### src/rtl/pipe_stage_skid_pkg.sv
// Shared types and per-boundary widths for the pipeline stage registers.
package pipe_pkg;

  localparam int unsigned OCC_W = 2;

  typedef enum logic [OCC_W-1:0] {
    EMPTY = 2'd0,
    ONE   = 2'd1,
    FULL  = 2'd2
  } state_e;

  localparam int unsigned IF_ID_CTRL_W  = 4;
  localparam int unsigned IF_ID_DATA_W  = 64;
  localparam int unsigned ID_EX_CTRL_W  = 16;
  localparam int unsigned ID_EX_DATA_W  = 128;
  localparam int unsigned EX_MEM_CTRL_W = 12;
  localparam int unsigned EX_MEM_DATA_W = 64;
  localparam int unsigned MEM_WB_CTRL_W = 6;
  localparam int unsigned MEM_WB_DATA_W = 32;

endpackage

### src/rtl/pipe_stage_skid_if.sv
// Valid/ready handshake bundle of one pipeline stage boundary.
interface pipe_stage_skid_if #(
  parameter int unsigned DATA_W = 32,
  parameter int unsigned CTRL_W = 16
);
  import pipe_pkg::*;

  logic              in_valid;
  logic              in_ready;
  logic [CTRL_W-1:0] in_ctrl;
  logic [DATA_W-1:0] in_data;
  logic              out_valid;
  logic              out_ready;
  logic [CTRL_W-1:0] out_ctrl;
  logic [DATA_W-1:0] out_data;
  logic [OCC_W-1:0]  occupancy;

  modport master (
    output in_valid, in_ctrl, in_data, out_ready,
    input  in_ready, out_valid, out_ctrl, out_data, occupancy
  );

  modport slave (
    input  in_valid, in_ctrl, in_data, out_ready,
    output in_ready, out_valid, out_ctrl, out_data, occupancy
  );

endinterface

### src/rtl/pipe_stage_skid_slot.sv
// Ctrl+data holding register; PIPE_STAGE_CLR_DATA_EN makes the sync clear also zero data.
module pipe_slot #(
  parameter int unsigned DATA_W = 32,
  parameter int unsigned CTRL_W = 16
) (
  input  logic              clk,
  input  logic              rst_n,
  input  logic              load_i,
  input  logic              clr_i,
  input  logic [CTRL_W-1:0] ctrl_i,
  input  logic [DATA_W-1:0] data_i,
  output logic [CTRL_W-1:0] ctrl_o,
  output logic [DATA_W-1:0] data_o
);

  logic [CTRL_W-1:0] ctrl_q;
  logic [DATA_W-1:0] data_q;

  always_ff @(posedge clk or negedge rst_n) begin
    if (!rst_n) begin
      ctrl_q <= '0;
      data_q <= '0;
    end else if (clr_i) begin
      ctrl_q <= '0;
`ifdef PIPE_STAGE_CLR_DATA_EN
      data_q <= '0;
`else
      data_q <= data_q;
`endif
    end else if (load_i) begin
      ctrl_q <= ctrl_i;
      data_q <= data_i;
    end
  end

  assign ctrl_o = ctrl_q;
  assign data_o = data_q;

endmodule

### src/rtl/pipe_stage_skid.sv
// Valid/ready pipeline stage with a 2-entry skid buffer, registered in_ready and sync flush.
// Build option: PIPE_STAGE_CLR_DATA_EN (flush also zeroes payload, see pipe_slot).
module pipe_stage_skid
  import pipe_pkg::*;
#(
  parameter int unsigned DATA_W = 32,
  parameter int unsigned CTRL_W = 16
) (
  input  logic                 clk,
  input  logic                 reset,
  input  logic                 flush,
  pipe_stage_skid_if.slave     bus
);

  state_e            state_q, state_d;
  logic              in_ready_q, in_ready_d;
  logic              in_fire, out_fire, out_valid;
  logic              main_load, skid_load, main_from_skid;
  logic [CTRL_W-1:0] main_ctrl, skid_ctrl, main_ctrl_in;
  logic [DATA_W-1:0] main_data, skid_data, main_data_in;

  assign out_valid = (state_q != EMPTY);
  assign in_fire   = bus.in_valid & in_ready_q;
  assign out_fire  = out_valid & bus.out_ready;

  always_ff @(posedge clk or negedge reset) begin
    if (!reset) begin
      state_q    <= EMPTY;
      in_ready_q <= 1'b0;
    end else begin
      state_q    <= state_d;
      in_ready_q <= in_ready_d;
    end
  end

  always_comb begin
    state_d        = state_q;
    main_load      = 1'b0;
    skid_load      = 1'b0;
    main_from_skid = 1'b0;
    case (state_q)
      EMPTY: begin
        if (in_fire) begin
          state_d   = ONE;
          main_load = 1'b1;
        end
      end
      ONE: begin
        if (in_fire && out_fire) begin
          main_load = 1'b1;
        end else if (in_fire) begin
          state_d   = FULL;
          skid_load = 1'b1;
        end else if (out_fire) begin
          state_d = EMPTY;
        end
      end
      FULL: begin
        if (out_fire) begin
          state_d        = ONE;
          main_load      = 1'b1;
          main_from_skid = 1'b1;
        end
      end
      default: state_d = EMPTY;
    endcase
    // Flush wins over both handshakes; the offered entry is dropped.
    if (flush) begin
      state_d        = EMPTY;
      main_load      = 1'b0;
      skid_load      = 1'b0;
      main_from_skid = 1'b0;
    end
    in_ready_d = (state_d != FULL);
  end

  assign main_ctrl_in = main_from_skid ? skid_ctrl : bus.in_ctrl;
  assign main_data_in = main_from_skid ? skid_data : bus.in_data;

  pipe_slot #(.DATA_W(DATA_W), .CTRL_W(CTRL_W)) u_main (
    .clk    (clk),
    .rst_n  (reset),
    .load_i (main_load),
    .clr_i  (flush),
    .ctrl_i (main_ctrl_in),
    .data_i (main_data_in),
    .ctrl_o (main_ctrl),
    .data_o (main_data)
  );

  pipe_slot #(.DATA_W(DATA_W), .CTRL_W(CTRL_W)) u_skid (
    .clk    (clk),
    .rst_n  (reset),
    .load_i (skid_load),
    .clr_i  (flush),
    .ctrl_i (bus.in_ctrl),
    .data_i (bus.in_data),
    .ctrl_o (skid_ctrl),
    .data_o (skid_data)
  );

  assign bus.in_ready  = in_ready_q;
  assign bus.out_valid = out_valid;
  assign bus.out_ctrl  = out_valid ? main_ctrl : '0;
  assign bus.out_data  = main_data;
  assign bus.occupancy = state_q;

endmodule
### src/flat_wrapper.sv
// flat-port wrapper written by rule: the top's interface ports become plain ports
module pipe_stage_skid_flat import pipe_pkg::*;
#(
  parameter int unsigned DATA_W = 32,
  parameter int unsigned CTRL_W = 16
)
  (clk, reset, flush, bus_in_valid, bus_in_ctrl, bus_in_data, bus_out_ready, bus_in_ready, bus_out_valid, bus_out_ctrl, bus_out_data, bus_occupancy);
  pipe_stage_skid_if #(.DATA_W(DATA_W), .CTRL_W(CTRL_W)) bus_i ();
  input  logic clk;
  input  logic reset;
  input  logic flush;
  input wire logic [$bits(bus_i.in_valid)-1:0] bus_in_valid;
  input wire logic [$bits(bus_i.in_ctrl)-1:0] bus_in_ctrl;
  input wire logic [$bits(bus_i.in_data)-1:0] bus_in_data;
  input wire logic [$bits(bus_i.out_ready)-1:0] bus_out_ready;
  output wire logic [$bits(bus_i.in_ready)-1:0] bus_in_ready;
  output wire logic [$bits(bus_i.out_valid)-1:0] bus_out_valid;
  output wire logic [$bits(bus_i.out_ctrl)-1:0] bus_out_ctrl;
  output wire logic [$bits(bus_i.out_data)-1:0] bus_out_data;
  output wire logic [$bits(bus_i.occupancy)-1:0] bus_occupancy;
  assign bus_i.in_valid = bus_in_valid;
  assign bus_i.in_ctrl = bus_in_ctrl;
  assign bus_i.in_data = bus_in_data;
  assign bus_i.out_ready = bus_out_ready;
  assign bus_in_ready = bus_i.in_ready;
  assign bus_out_valid = bus_i.out_valid;
  assign bus_out_ctrl = bus_i.out_ctrl;
  assign bus_out_data = bus_i.out_data;
  assign bus_occupancy = bus_i.occupancy;
  pipe_stage_skid #(.DATA_W(DATA_W), .CTRL_W(CTRL_W)) u_core (.clk(clk), .reset(reset), .flush(flush), .bus(bus_i));
endmodule
### config.mk
export PLATFORM = sky130hd
export DESIGN_NAME = pipe_stage_skid_flat
export DESIGN_NICKNAME = d
export VERILOG_FILES = /design/src/rtl/pipe_stage_skid_pkg.sv /design/src/rtl/pipe_stage_skid_if.sv /design/src/rtl/pipe_stage_skid_slot.sv /design/src/rtl/pipe_stage_skid.sv /design/src/flat_wrapper.sv
export SDC_FILE = /design/constraint.sdc
export NUM_CORES = 1
export LEC_CHECK = 0
export CAP_MARGIN = 5
export CORE_ASPECT_RATIO = 0.7
export CORE_MARGIN = 2
export CORE_UTILIZATION = 51
export CTS_BUF_LIST = sky130_fd_sc_hd__clkbuf_8
export CTS_CLUSTER_DIAMETER = 80
export DETAILED_ROUTE_END_ITERATION = 16
export PLACE_DENSITY = 0.86
export SYNTH_ARGS = -nofsm -noshare
export SYNTH_HDL_FRONTEND = slang
export SYNTH_SLANG_ARGS = --single-unit
### constraint.sdc
create_clock -name clk -period 1.83 [get_ports clk]
set_input_delay 0.4575 -clock clk [delete_from_list [all_inputs] [get_ports clk]]
set_output_delay 0.4575 -clock clk [all_outputs]
set_load 0.01 [all_outputs]
==> results.txt <==
pin count of the biggest net entering global routing: 42
HP Class: primary input to asynchronous set/reset pin
Critical Path RT: 1.37 ns
Clk pwr share: 0.260
Residual DRC: 0
CTS tree: done
antenna cells: 0
final hold vios: 0
Pint: 3.991 mW
syn avg cell area: 12.73 um^2
commonest non-fill, non-tap cell in the layout: dfrtp_1
Clock Skew: 0.01002 ns
Routability Congestion: 0.8100
Synth async-reset ratio: 1.000
number of flops mapped to enable cells by yosys: 0
clock sinks: 99
minimum clock period after layout: 1.851 ns
post-synthesis sequential area ratio: 0.5774
initial core utilization: 0.5359
status: complete, but fails checks
Mapped Cells: 337
worst skew pair latency: 0.37 ns
Site Rows: 27
die area: 9174 um^2
final period utilization: 1.011
total track usage: 0.2355
Final Max Slew Viols: 0
Lkg Pwr: 2.602 nW
die height: 80.74 um
worst reg-to-reg path cell count: 6
GRT Max-Usage Layer: met2
Critical R2R Launch: u_core.bus.occupancy[0]
initial antenna violation count: 0
Post-Place Worst Slack: -0.5106 ns
Pre-Repair DR Iteration Count: 4
f_max: 540.3 MHz
wire length per cell: 19.58 um
final core occ: 0.7536
commonest cells after routing, fill and taps aside: dfrtp_1, clkdlybuf4s50_1, mux2i_1, nand2_1, mux2_2
synth unique cells: 24
setup violators final: 6
number of global-route vias before repair: 3243
failing checks: negative setup slack
grt ovf: 0
CTS Hold Bufs: 0
setup_tns: -0.05491 ns
# IOs: 105
Worst R2R Setup Slack: 0.04 ns
RSZ-0062 raised after global routing: true
Sw Pwr: 1.511 mW
vias post-DR: 3235
crit path DAT: 1.39 ns
Seq cells post-synth: 99
Mapped Nets: 390
CTS max path bufs: 2
Slew HR: 0.5713
final hold slack: 0.01292 ns
Core Footprint: 8006 um^2
CP max FO: 4
clock root cell: clkbuf_8
die width: 113.6 um
Crit Path Class: flop to output pin
Setup crit start: u_core.bus.occupancy[1]
part of the power in registers: 0.511
global-route wire length before repair: 16560 um
CTS clk-pin slew, worst paths: 0.09 ns
initial drt markers: 207
reg2reg end: u_core.u_skid.data_o[16]
Vias/cell: 5.626
met3 GRT Util: 0.07388
met1 GRT Util: 0.3217
ANT nets after route: 0
Worst-Margin Slew: 0.6424 ns
CTS buffer count: 9
CTS HTree Levels: 3
sw frac: 0.2746
DRT Wirelength: 11260 um
Max VDD drop: 522.0 uV
Worst setup EP type: output pin
number of synthesis warnings: 0
Max-Cap Viols: 0
PD cells: 911.9 nW/um^2
PnR worst setup slack: -0.02091 ns
Startpoint Class: flop
area grow syn2layout: 40.62%
port buffer count: 104
nets: 522
Logic pwr share: 0.229
post-DP HPWL: 6887 um
Synth Flop Type: dfrtp_1
synthesized area: 4290 um^2
grt met2 use: 0.3677
layout cells sized above 1: 0.2468
## stage by stage
stage / std cells / power (mW) / cell area, um^2
after floorplan: 337 / 3.315 / 4290
after global placement: 539 / 3.932 / 5565
after detailed placement: 539 / 4.001 / 5565
after CTS: 565 / 5.464 / 5812
after global routing: 575 / 5.766 / 6033
final: 575 / 5.502 / 6033
## registers in the layout (all words and copies together), names as in the netlist
register              cells
u_core.u_skid.ctrl_o     16
u_core.u_main.data_o     32
u_core.u_skid.data_o     32
u_core.u_main.ctrl_o     16
u_core.bus.occupancy      2
u_core.bus.in_ready       1
## area by class of cell
| type | count | area [um^2] |
|---|---|---|
| flip-flops and latches | 99 | 2477 |
| fillers | 526 | 1973 |
| multi-input cells | 212 | 1709 |
| repair buffers | 144 | 1506 |
| clock buffers | 10 | 137.6 |
| well taps | 101 | 126.4 |
| clock inverters | 6 | 65.06 |
| inverters | 3 | 11.26 |
## timing repair
action                     CTS  global route
gates cloned                 1             7
pin swaps                    2             3
resized for setup           79            17
setup endpoints to repair   52            94
setup buffers                9             4
## kinds of logic after synthesis
group | synth area share
AOI/OAI and AO/OA | 0.1207
buffers and inverters | 0.03237
DFF | 0.5774
muxes | 0.1983
and+or+nand+nor | 0.07116
## worst max path at each step
stage                              endpoint  slack (ns)  cells after the start
floorplan                  bus_out_ctrl[10]        0.05                      4
global placement    u_core.u_skid.ctrl_o[1]       -0.44                      5
detailed placement  u_core.u_skid.ctrl_o[9]       -0.51                      5
CTS                        bus_out_ctrl[10]       -0.08                      6
global route               bus_out_ctrl[10]       -0.09                      5
finish                      bus_out_ctrl[9]       -0.02                      5
## power groups by stage
| stage | clock network [mW] | logic, mW | registers [mW] |
|---|---|---|---|
| 6_report | 1.43 | 1.26 | 2.81 |
| 5_1_grt | 1.54 | 1.37 | 2.86 |
| 4_1_cts | 1.46 | 1.21 | 2.80 |
| 3_5_place_dp | 0 | 1.17 | 2.83 |
| 3_3_place_gp | 0 | 1.12 | 2.81 |
| 2_1_floorplan | 0 | 0.467 | 2.85 |
## layer usage
layer  wire length (um)  up-vias
met5                  0        -
met3                889        8
met1               5065     1631
met2               5238      129
met4                 68        0
li1                   -     1467
## worst max-delay path: stages, from the launching register on
cell and delay (ns):
dfrtp_1 0.43, nor2_4 0.07, buf_6 0.13, buf_4 0.14, nor2b_2 0.11, buf_2 0.15
## Yosys cell counts, drive strengths merged, types with 2 or more instances
library cell	instances	area, um^2
o2bb2ai	16	140.1
o21ai	33	165.2
nand2	35	131.4
buf	18	105.1
inv	3	11.26
a22o	16	140.1
mux2	32	360.4
nor3	2	10.01
clkbuf	5	22.52
nor2b	17	106.4
dfrtp	99	2477
nor2	5	18.77
mux2i	49	490.5
No activity file was read; power rests on OpenSTA's default activity.
